[src/rtl/uart_icb_master.sv]
// uart_icb_master
//   Turns byte frames from a UART receiver into single ICB bus transactions
//   and reports the result back through the UART transmitter.
//   Frame: 0x52 (read) or 0x57 (write), 4 address bytes MSB first, then for
//   writes 4 data bytes MSB first. A read answers with the 4 rdata bytes
//   MSB first; a write answers with the single byte 0x4B.
//
//   Optional feature: define UART_ICB_BYTE_TIMEOUT_EN to abandon a frame
//   whose next byte fails to arrive within TIMEOUT_CYC clk cycles while
//   collecting address/data bytes.
//
// Ports
//   clk, rst_n                 clock, asynchronous active-low reset
//   rx_byte, rx_valid          received byte + one-cycle strobe (no backpressure)
//   tx_byte, tx_valid, tx_ready  byte towards the transmitter (valid/ready)
//   o_icb_cmd_*                ICB command channel (master side)
//   o_icb_rsp_*                ICB response channel (master side)
//   busy                       a frame is in progress (state not IDLE)
//   frame_err                  one-cycle pulse: bad opcode or byte timeout
//   rx_ovr                     one-cycle pulse: byte dropped while not receiving
module uart_icb_master #(
  parameter logic [15:0] TIMEOUT_CYC = 16'd20000
) (
  input  logic        clk,
  input  logic        rst_n,
  input  logic [7:0]  rx_byte,
  input  logic        rx_valid,
  output logic [7:0]  tx_byte,
  output logic        tx_valid,
  input  logic        tx_ready,
  output logic        o_icb_cmd_valid,
  input  logic        o_icb_cmd_ready,
  output logic [31:0] o_icb_cmd_addr,
  output logic        o_icb_cmd_read,
  output logic [31:0] o_icb_cmd_wdata,
  input  logic        o_icb_rsp_valid,
  output logic        o_icb_rsp_ready,
  input  logic [31:0] o_icb_rsp_rdata,
  output logic        busy,
  output logic        frame_err,
  output logic        rx_ovr
);

  localparam logic [2:0] S_IDLE  = 3'd0;
  localparam logic [2:0] S_ADDR  = 3'd1;
  localparam logic [2:0] S_WDATA = 3'd2;
  localparam logic [2:0] S_CMD   = 3'd3;
  localparam logic [2:0] S_RSP   = 3'd4;
  localparam logic [2:0] S_TX    = 3'd5;

  localparam logic [7:0] OP_READ  = 8'h52;
  localparam logic [7:0] OP_WRITE = 8'h57;
  localparam logic [7:0] WR_ACK   = 8'h4B;

  logic [2:0]  state_reg, state_next;
  logic        read_reg, read_next;
  logic [1:0]  cnt_reg, cnt_next;      // byte index within ADDR/WDATA/TX
  logic [31:0] addr_reg, addr_next;
  logic [31:0] wdata_reg, wdata_next;
  logic [31:0] rdata_reg, rdata_next;
  logic        frame_err_reg, frame_err_next;
  logic        rx_ovr_reg, rx_ovr_next;

`ifdef UART_ICB_BYTE_TIMEOUT_EN
  logic [15:0] tmo_reg, tmo_next;
  logic        collecting;

  assign collecting = (state_reg == S_ADDR) || (state_reg == S_WDATA);
`else
  logic unused_timeout_cfg;
  assign unused_timeout_cfg = ^TIMEOUT_CYC;
`endif

  always_comb begin
    state_next     = state_reg;
    read_next      = read_reg;
    cnt_next       = cnt_reg;
    addr_next      = addr_reg;
    wdata_next     = wdata_reg;
    rdata_next     = rdata_reg;
    frame_err_next = 1'b0;
    rx_ovr_next    = 1'b0;

    case (state_reg)
      S_IDLE: begin
        if (rx_valid) begin
          if (rx_byte == OP_READ || rx_byte == OP_WRITE) begin
            read_next  = (rx_byte == OP_READ);
            cnt_next   = 2'd0;
            state_next = S_ADDR;
          end else begin
            frame_err_next = 1'b1;
          end
        end
      end
      S_ADDR: begin
        if (rx_valid) begin
          addr_next = {addr_reg[23:0], rx_byte};
          cnt_next  = cnt_reg + 2'd1;   // wraps to 0 for the WDATA phase
          if (cnt_reg == 2'd3) state_next = read_reg ? S_CMD : S_WDATA;
        end
      end
      S_WDATA: begin
        if (rx_valid) begin
          wdata_next = {wdata_reg[23:0], rx_byte};
          cnt_next   = cnt_reg + 2'd1;
          if (cnt_reg == 2'd3) state_next = S_CMD;
        end
      end
      S_CMD: begin
        if (o_icb_cmd_ready) state_next = S_RSP;
      end
      S_RSP: begin
        if (o_icb_rsp_valid) begin
          if (read_reg) rdata_next = o_icb_rsp_rdata;
          cnt_next   = 2'd0;
          state_next = S_TX;
        end
      end
      S_TX: begin
        if (tx_ready) begin
          if (!read_reg || cnt_reg == 2'd3) state_next = S_IDLE;
          else                              cnt_next   = cnt_reg + 2'd1;
        end
      end
      default: state_next = S_IDLE;
    endcase

    // Bytes arriving while the bus or transmitter side is active are lost.
    if (rx_valid && (state_reg == S_CMD || state_reg == S_RSP || state_reg == S_TX))
      rx_ovr_next = 1'b1;

`ifdef UART_ICB_BYTE_TIMEOUT_EN
    tmo_next = (rx_valid || !collecting) ? 16'd0 : tmo_reg + 16'd1;
    if (collecting && !rx_valid && tmo_reg == TIMEOUT_CYC - 16'd1) begin
      state_next     = S_IDLE;
      frame_err_next = 1'b1;
    end
`endif
  end

  always_ff @(posedge clk or negedge rst_n) begin
    if (!rst_n) begin
      state_reg     <= S_IDLE;
      read_reg      <= 1'b0;
      cnt_reg       <= 2'd0;
      addr_reg      <= 32'd0;
      wdata_reg     <= 32'd0;
      rdata_reg     <= 32'd0;
      frame_err_reg <= 1'b0;
      rx_ovr_reg    <= 1'b0;
`ifdef UART_ICB_BYTE_TIMEOUT_EN
      tmo_reg       <= 16'd0;
`endif
    end else begin
      state_reg     <= state_next;
      read_reg      <= read_next;
      cnt_reg       <= cnt_next;
      addr_reg      <= addr_next;
      wdata_reg     <= wdata_next;
      rdata_reg     <= rdata_next;
      frame_err_reg <= frame_err_next;
      rx_ovr_reg    <= rx_ovr_next;
`ifdef UART_ICB_BYTE_TIMEOUT_EN
      tmo_reg       <= tmo_next;
`endif
    end
  end

  // Reply byte is selected straight from held registers, so it stays
  // stable for as long as the transmitter stalls.
  always_comb begin
    tx_byte = 8'h00;
    if (state_reg == S_TX) begin
      if (!read_reg) begin
        tx_byte = WR_ACK;
      end else begin
        case (cnt_reg)
          2'd0:    tx_byte = rdata_reg[31:24];
          2'd1:    tx_byte = rdata_reg[23:16];
          2'd2:    tx_byte = rdata_reg[15:8];
          default: tx_byte = rdata_reg[7:0];
        endcase
      end
    end
  end

  assign tx_valid        = (state_reg == S_TX);
  assign o_icb_cmd_valid = (state_reg == S_CMD);
  assign o_icb_cmd_addr  = addr_reg;
  assign o_icb_cmd_read  = read_reg;
  assign o_icb_cmd_wdata = read_reg ? 32'd0 : wdata_reg;
  assign o_icb_rsp_ready = (state_reg == S_RSP);
  assign busy            = (state_reg != S_IDLE);
  assign frame_err       = frame_err_reg;
  assign rx_ovr          = rx_ovr_reg;

endmodule

[config.mk]
export PLATFORM = sky130hd
export DESIGN_NAME = uart_icb_master
export DESIGN_NICKNAME = d
export VERILOG_FILES = /design/src/rtl/uart_icb_master.sv
export SDC_FILE = /design/constraint.sdc
export NUM_CORES = 1
export LEC_CHECK = 0
export BUFFER_PORTS_ARGS = -buffer_cell sky130_fd_sc_hd__buf_2
export CAP_MARGIN = 20
export CORE_MARGIN = 2
export CORE_UTILIZATION = 50
export DETAILED_ROUTE_END_ITERATION = 8
export PLACE_DENSITY = 0.77
export SLEW_MARGIN = 5
export SYNTH_ARGS = -nofsm -noshare
export SYNTH_HDL_FRONTEND = slang
export SYNTH_SLANG_ARGS = --single-unit
[constraint.sdc]
create_clock -name clk -period 2 [get_ports clk]
set_input_delay 0.2 -clock clk [delete_from_list [all_inputs] [get_ports clk]]
set_output_delay 0.2 -clock clk [all_outputs]
set_load 0.05 [all_outputs]
==> flow_summary.yaml, run 1 <==
finish:
  fillers: 714
  area_delta_synth_final_pct: 25.5
  final_util_pct: 63.8
  finalNonFillerCells: 594
  drive_gt1_share_pct: 46.8
  fin_nets: 528
  n_antenna_cell: 0
setup_path:
  crit_slowest_cell: "dfrtp_1"
  crit_type: "flop to output port"
  critPathCaptureType: "output port"
  crit_path_max_fanout: 8
  startpoint_type: "flop"
  cp_common_cell: "buf_6"
  r2r_setup_slack_ns: 0.20
  required_ns: 1.80
  crit_path_max_incr_delay_ns: 0.42
  critical_path_arrival_ns: 1.91
  crit_chain: "buf_6, ha_4, a222oi_1, nor2_1, a21oi_2, nor2_4, buf_6"
timing:
  fin_ws_ns: -0.114
  finalCriticalPeriod_ns: 2.11
  worstMarginPinSlew_ns: 0.430
  finalHoldViolations: 0
  period_share_pct: 106
  max-slew-margin-rel_pct: 71.3
  drv_slew: 0
  finClkSkew_ns: 0.00732
  setup_viol_count_final: 8
  timing.hold.ws_ns: 0.0454
  max_freq_mhz: 473
  grt_setup_unrepaired: "yes"
outcome:
  violations: "setup timing"
  outcome: "finished with violations"
clock_tree:
  insertion_delay_ns: 0.36
  clock-sinks: 104
  clk_pin_slew_ns: 0.10
  cts_tree: "built"
  cts_made_buffers: 9
  cts.path.max_buffers: 2
  htreeDepth: 3
  cts-root-buf: "clkbuf_8"
synthesis:
  synth.largest_area_cell: "dfrtp_1"
  syn-num-nets: 398
  yosysWarnings: 0
  syn_area_um2: 4630
  yosysSeqAreaShare_pct: 56.2
  synth.top_cell.area_share_pct: 56.2
  synth_cell_types: 38
  netlist_instances: 348
  synth_area_leaders: "dfrtp_1, mux2_1, mux2_2"
  syn_avg_cell_area_um2: 13.3
  synth_seq_cells: 104
placed_design:
  place_ws_ns: 0.0935
  dp.cells: 573
  place.gp.congestion: 0.811
  dp_hpwl_mm: 6.94
  port_buffers: 124
hold_path:
  hold_class: "primary input to flop"
global_routing:
  grtUsageMet3_pct: 6.82
  antenna_found_initial: 0
  grt_max_degree: 47
  grtUsageTotal_pct: 19.9
  grt_overflow: 0
  grt_pass1_wl_mm: 15.6
  use_met1_pct: 24.6
  grt_pass1_vias: 3230
  use_met2_pct: 31.9
  grt_busiest_layer: "met2"
detailed_routing:
  wl_per_cell_um: 16.5
  vias: 3180
  drt_wl_total_mm: 9.80
  post-route-drc-count: 0
  drt-initial-drc-count: 184
  drtPass1Iterations: 4
  viasPerCell: 5.35
  ant_nets: 0
pwr:
  total_power_uw: 9650
  ir_drop_uv: 1320
  p_per_area_nw_per_um2: 1660
  p_leak_uw: 0.00278
floorplanning:
  ioPinCount: 125
  coreArea_um2: 9110
  die_y_um: 100
  die_area_um2: 10000
  std_cell_rows: 35
  initial_core_util_pct: 50.8
  dieWidth_um: 100
run:
  timing.max_cap.violations: 0
layout by cell type, fill, tap and decap left out, drive strengths merged, types with 2 or more instances in the layout:
cell	Yosys	routed
and3	2	2
dfrtp	104	104
a21oi	12	12
mux2i	4	4
nand2b	3	3
nand2	12	12
clkbuf	9	9
a222oi	8	8
o21ai	6	6
inv	7	10
buf	13	140
a211oi	2	2
nor3	5	5
ha	4	4
nor2b	33	33
nor2	12	12
mux2	97	97
clkinv	0	3
kinds of logic (layout without fill, tap and decap cells):
logic type | Yosys count | in the layout | share of synthesized area [%]
flip-flops | 104 | 104 | 56.2
AND/OR/NAND/NOR | 75 | 75 | 9.57
multiplexers | 101 | 101 | 24.5
XOR/XNOR | 1 | 1 | 0.189
AO/OA/AOI/OAI | 34 | 34 | 5.27
adder cells (fa/ha/maj) | 4 | 4 | 1.08
buffers and inverters | 29 | 164 | 3.22
power breakdown:
part           internal [uW]  switching (uW)  total, uW
sequential              3110             650       3760
combinational           1800            2840       4640
clock                    482             759       1240
total                   5400            4250       9650
cell type report:
cell class	count	area (um^2)	area share, %
Multi-Input combinational cell	215	2000	34.4
Timing Repair Buffer	141	853	14.7
Sequential cell	104	2600	44.8
Inverter	7	30.0	0.517
Tap cell	111	139	2.39
Clock inverter	7	62.6	1.08
Clock buffer	9	124	2.13
Yosys cell counts:
master / count
dfrtp_1: 104
mux2_1: 58
mux2_2: 39
nor2b_1: 33
a21oi_1: 12
nand2_1: 12
nor2_1: 12
a222oi_1: 8
buf_4: 8
clkbuf_1: 8
inv_1: 6
o21ai_0: 6
buf_2: 5
ha_1: 4
mux2i_1: 4
nand2b_1: 3
nor3_1: 3
and3_1: 2
nor3_2: 2
a211o_1: 1
a211oi_1: 1
a211oi_2: 1
a21boi_0: 1
and2b_1: 1
and4_4: 1
and4bb_1: 1
clkbuf_4: 1
inv_2: 1
nand3_2: 1
nand4bb_1: 1
nor3b_2: 1
nor4b_1: 1
o21a_1: 1
o311ai_1: 1
o31ai_2: 1
o41ai_1: 1
or2_2: 1
xor2_1: 1
routing by layer:
layer	vias up	routed length, um
met1	1582	4130
met5	-	0
met4	0	184
met3	12	696
met2	102	4790
li1	1484	-
timing repair:
item,4_1_cts,5_1_grt
hold buffers,1,0
buffers inserted,3,1
endpoints found under the hold margin,23,0
setup endpoints to repair,8,8
resized for setup,29,8
pin swaps,9,8
metrics by stage:
stage               cell area (um^2)  TNS (ns)
CTS                             5780    -0.531
finish                          5810    -0.493
detailed placement              5470         0
global placement                5470         0
floorplan                       4680    -0.281
global route                    5810     -1.34
worst max-delay path, delay by kind of cell, from the launching register on:
family	cells	cell delay, ns
AOI/OAI and AO/OA	2	0.51
buffers and inverters	2	0.29
and+or+nand+nor	2	0.15
DFF	1	0.42
adders and majority gates	1	0.18
path summary, 6_finish.rpt:
check	start	to	cells past startpoint
min in group asynchronous	rst_n	rdata_reg[21]	2
max in group asynchronous	rst_n	wdata_reg[6]	3
hold reg to reg	wdata_reg[27]	wdata_reg[27]	1
setup reg to reg	cnt_reg[1]	cnt_reg[0]	7
setup / recovery	cnt_reg[0]	tx_byte[4]	7
hold / removal	o_icb_rsp_rdata[19]	rdata_reg[19]	2
(Power assumes the default switching activity.)
==> run 2, diff against run 1 <==
--- a/config.mk
+++ b/config.mk
@@ -11,6 +11,7 @@
 export CORE_UTILIZATION = 50
 export DETAILED_ROUTE_END_ITERATION = 8
 export PLACE_DENSITY = 0.77
+export REMOVE_ABC_BUFFERS = 1
 export SLEW_MARGIN = 5
 export SYNTH_ARGS = -nofsm -noshare
 export SYNTH_HDL_FRONTEND = slang
==> flow_summary.yaml, run 2 (same netlist as run 1, synthesis figures left out) <==
timing:
  worstMarginPinSlew_ns: 0.570
  setup_viol_count_final: 8
  drv_slew: 0
  finClkSkew_ns: 0.0121
  fin_ws_ns: -0.114
  finalCriticalPeriod_ns: 2.11
  max-slew-margin-rel_pct: 62.0
  grt_setup_unrepaired: "yes"
  period_share_pct: 106
  fin_setup_tns_ns: -0.365
  max_freq_mhz: 473
  finalHoldViolations: 0
pwr:
  power.clock.fraction_pct: 16.5
  p_leak_uw: 0.00282
  netSwitchingFraction_pct: 40.9
  p_comb_share_pct: 45.3
  p_seq_share_pct: 38.2
  p_per_area_nw_per_um2: 1690
  ir_drop_uv: 1150
  p_sw_uw: 4040
  internal_power_uw: 5830
placed_design:
  dp_hpwl_mm: 6.87
  place.gp.congestion: 0.872
  port_buffers: 124
outcome:
  violations: "setup timing"
  outcome: "finished with violations"
finish:
  mostFrequentLayoutCells: "buf_2, dfrtp_1, mux2_1"
  n_antenna_cell: 0
  final_common_cell: "buf_2"
  ff_latch_area_um2: 2610
  fin_nets: 530
  drive_gt1_share_pct: 44.5
  area_delta_synth_final_pct: 25.8
  fillers: 739
  final_util_pct: 63.9
  multi_input_area_um2: 1940
clock_tree:
  clk_pin_slew_ns: 0.09
  cts_made_buffers: 9
  htreeDepth: 3
  cts.path.max_buffers: 2
  cts_tree: "built"
  insertion_delay_ns: 0.36
  cts-root-buf: "clkbuf_8"
  clock-sinks: 104
floorplanning:
  ioPinCount: 125
  coreArea_um2: 9110
  std_cell_rows: 35
  initial_core_util_pct: 50.8
  die_area_um2: 10000
  dieWidth_um: 100
  die_y_um: 100
detailed_routing:
  drt-initial-drc-count: 103
  top_layer_used: "met4"
  wl_per_cell_um: 16.1
  viasPerCell: 5.30
  wl_met2_mm: 4.81
  wirelength_met1_mm: 4.00
  vias: 3148
  post-route-drc-count: 0
  ant_nets: 0
  drtPass1Iterations: 4
  drt_wl_total_mm: 9.57
  met3_length_um: 644
setup_path:
  critical_path_arrival_ns: 1.91
  crit_type: "flop to output port"
  crit_path_max_fanout: 8
  r2r_setup_slack_ns: 0.20
  critPathCaptureType: "output port"
  required_ns: 1.80
  startpoint_type: "flop"
global_routing:
  grt_overflow: 0
  grtUsageTotal_pct: 20.1
  grt_max_degree: 45
  grt_pass1_wl_mm: 15.9
  antenna_found_initial: 0
  grt_pass1_vias: 3259
run:
  timing.max_cap.violations: 0
hold_path:
  hold_class: "primary input to flop"
-- run 2: layer usage --
layer,vias to the layer above,GRT usage (%)
met3,12,5.50
li1,1476,-
met1,1562,25.7
met4,0,6.11
met2,98,33.6
met5,-,0
-- run 2: worst paths after layout --
| check | endpoint | from | cells past startpoint |
|---|---|---|---|
| worst max-delay path | tx_byte[6] | cnt_reg[1] | 7 |
| worst min-delay path | rdata_reg[19] | o_icb_rsp_rdata[19] | 2 |
| worst max register to register | wdata_reg[9] | state_reg[0] | 6 |
| worst min register to register | o_icb_cmd_addr[26] | o_icb_cmd_addr[26] | 1 |
| max in group asynchronous | cnt_reg[0] | rst_n | 3 |
| min in group asynchronous | wdata_reg[26] | rst_n | 2 |
-- run 2: final cells by class --
cell class                      instances  area share (%)
Multi-Input combinational cell        215            33.3
Inverter                                7           0.494
Clock buffer                            9            2.13
Timing Repair Buffer                  143            14.8
Tap cell                              111            2.39
Sequential cell                       104            44.7
Clock inverter                          5            2.21
-- run 2: power groups by stage --
stage / Combinational, uW / Clock [uW] / Sequential [uW]
after detailed placement: 4300 / 0 / 3810
final: 4460 / 1630 / 3770
after global placement: 4180 / 0 / 3740
after CTS: 4450 / 1680 / 3780
after global routing: 4810 / 1750 / 3910
after floorplan: 2090 / 0 / 4790
-- run 2: worst max-delay path: stages, from the launching register on --
cell and delay, ns:
dfrtp_1 0.39, inv_1 0.12, ha_4 0.21, a222oi_1 0.37, nand2_1 0.10, o21ai_1 0.11
a21oi_2 0.09, buf_6 0.16
-- run 2: what timing repair did --
action,CTS,global route
gates resized for setup,28,4
hold buffers,1,0
buffers inserted,3,1
hold endpoints to repair,41,0
endpoints found under the setup margin,8,8
pin swaps,7,6
-- run 2: metrics by stage --
step           area [um^2]  power, uW  setup slack [ns]  hold WS (ns)  instances
2_1_floorplan         4510       6890            -0.835       -0.0956        326
3_3_place_gp          5430       7920             0.207         0.235        575
3_5_place_dp          5430       8110             0.100         0.235        575
4_1_cts               5810       9910            -0.123        0.0274        593
5_1_grt               5820      10500            -0.170        0.0364        594
6_report              5820       9860            -0.114        0.0463        594
==> run 3, diff against run 2 <==
--- a/config.mk
+++ b/config.mk
@@ -10,7 +10,7 @@
 export CORE_MARGIN = 2
 export CORE_UTILIZATION = 50
 export DETAILED_ROUTE_END_ITERATION = 8
-export PLACE_DENSITY = 0.77
+export PLACE_DENSITY_LB_ADDON = 0.05
 export REMOVE_ABC_BUFFERS = 1
 export SLEW_MARGIN = 5
 export SYNTH_ARGS = -nofsm -noshare
==> flow_summary.yaml, run 3 (same netlist as run 1, synthesis figures left out) <==
timing:
  period_share_pct: 110
  worstMarginPinSlew_ns: 0.426
  setup_viol_count_final: 8
  max-slew-margin-rel_pct: 71.6
  max_freq_mhz: 455
  finalCriticalPeriod_ns: 2.20
  drv_slew: 0
  finClkSkew_ns: 0.00959
  finalHoldViolations: 0
  fin_ws_ns: -0.200
  fin_setup_tns_ns: -0.665
  grt_setup_unrepaired: "yes"
setup_path:
  worstRegToRegCells: 7
  crit_type: "flop to output port"
  critPathCaptureType: "output port"
  r2r_setup_slack_ns: 0.21
  r2r-end: "state_reg[0]"
  critical_path_arrival_ns: 2.00
  reg2reg_from: "cnt_reg[0]"
  required_ns: 1.80
  startpoint_type: "flop"
  crit_path_max_fanout: 8
global_routing:
  grtUsageTotal_pct: 19.7
  grt_pass1_vias: 3029
  grtUsageMet3_pct: 6.41
  use_met2_pct: 30.5
  grt_overflow: 0
  grt_busiest_layer: "met2"
  antenna_found_initial: 1
  grt_max_degree: 41
  grt_pass1_wl_mm: 15.4
  use_met1_pct: 27.3
clock_tree:
  cts_made_buffers: 9
  clock-sinks: 104
  cts_tree: "built"
  clk_pin_slew_ns: 0.10
  cts-root-buf: "clkbuf_8"
  htreeDepth: 3
  cts.path.max_buffers: 2
  insertion_delay_ns: 0.36
floorplanning:
  std_cell_rows: 35
  initial_core_util_pct: 50.8
  ioPinCount: 125
  die_area_um2: 10000
  die_y_um: 100
  dieWidth_um: 100
  coreArea_um2: 9110
finish:
  mostFrequentLayoutCells: "buf_2, dfrtp_1, mux2_1"
  fin_nets: 528
  final_common_cell: "buf_2"
  final_util_pct: 63.1
  finalNonFillerCells: 594
  area_delta_synth_final_pct: 24.1
  drive_gt1_share_pct: 44.5
  n_antenna_cell: 0
  fillers: 745
  finalInstanceArea_um2: 5750
detailed_routing:
  wl_per_cell_um: 16.2
  post-route-drc-count: 0
  drtPass1Iterations: 7
  drt_wl_total_mm: 9.63
  drt-initial-drc-count: 137
  ant_nets: 0
  viasPerCell: 5.20
  vias: 3090
placed_design:
  placed_cell_area_um2: 5420
  place.gp.congestion: 0.774
  dp.cells: 573
  dp_hpwl_mm: 6.78
  port_buffers: 124
outcome:
  outcome: "finished with violations"
  violations: "setup timing"
hold_path:
  holdPathEnd: "rdata_reg[24]"
  holdPathStages: 2
  hold_class: "primary input to flop"
  hold_start: "o_icb_rsp_rdata[24]"
pwr:
  ir_drop_uv: 981
  p_leak_uw: 0.00279
  p_per_area_nw_per_um2: 1650
run:
  timing.max_cap.violations: 0
run 3: cell types whose count changed in the layout (fill, tap and decap cells not counted), moves of 2 or more:
cell and change:
buf_4 -2, bufinv_16 -4, inv_6 +2, inv_8 +2, o21ai_0 -2
run 3: critical path: stages (launching register included):
cell and delay [ns]:
dfrtp_2 0.45, buf_6 0.13, ha_4 0.19, a222oi_1 0.40, nand2_1 0.12, o21ai_2 0.08
a21oi_2 0.09, buf_6 0.17
run 3: final cells by class:
class | instances | area (um^2) | share of cell area (%)
Sequential cell | 104 | 2610 | 45.3
Multi-Input combinational cell | 215 | 1930 | 33.7
Timing Repair Buffer | 141 | 846 | 14.7
Tap cell | 111 | 139 | 2.42
Clock buffer | 10 | 138 | 2.40
Clock inverter | 6 | 57.6 | 1.00
Inverter | 7 | 26.3 | 0.457
run 3: layer usage:
metal | wire, um | up-vias
met1 | 4290 | 1524
met4 | 70 | 0
met3 | 613 | 6
met5 | 0 | -
met2 | 4660 | 79
li1 | - | 1481
run 3: through the flow:
| stage | power [uW] | setup WS (ns) | hold WS [ns] |
|---|---|---|---|
| after floorplan | 6890 | -0.835 | -0.0956 |
| after global placement | 7930 | 0.0511 | 0.150 |
| after detailed placement | 8070 | -0.00503 | 0.146 |
| after CTS | 9570 | -0.185 | 0.0311 |
| after global routing | 10100 | -0.350 | 0.0225 |
| final | 9490 | -0.200 | 0.0439 |
run 3: worst max path at each step:
stage                         endpoint          from  depth (start not counted)
after global routing        tx_byte[1]    cnt_reg[0]                          7
after detailed placement    tx_byte[1]    cnt_reg[0]                          7
after CTS                   tx_byte[1]    cnt_reg[0]                          7
final                       tx_byte[1]    cnt_reg[0]                          7
after global placement      tx_byte[0]    cnt_reg[0]                          7
after floorplan           rdata_reg[0]  state_reg[2]                          4
run 3: what timing repair did:
action                                  4_1_cts  5_1_grt
hold buffers                                  1        0
endpoints found under the setup margin        9        8
gates resized for setup                      30        2
endpoints found under the hold margin        26        0
pin swaps                                    14        5
setup buffers                                 4        0
run 3: power by group:
| part | internal (uW) | switching [uW] | total, uW |
|---|---|---|---|
| Sequential | 3120 | 604 | 3720 |
| Clock | 521 | 763 | 1280 |
| Combinational | 1750 | 2730 | 4480 |
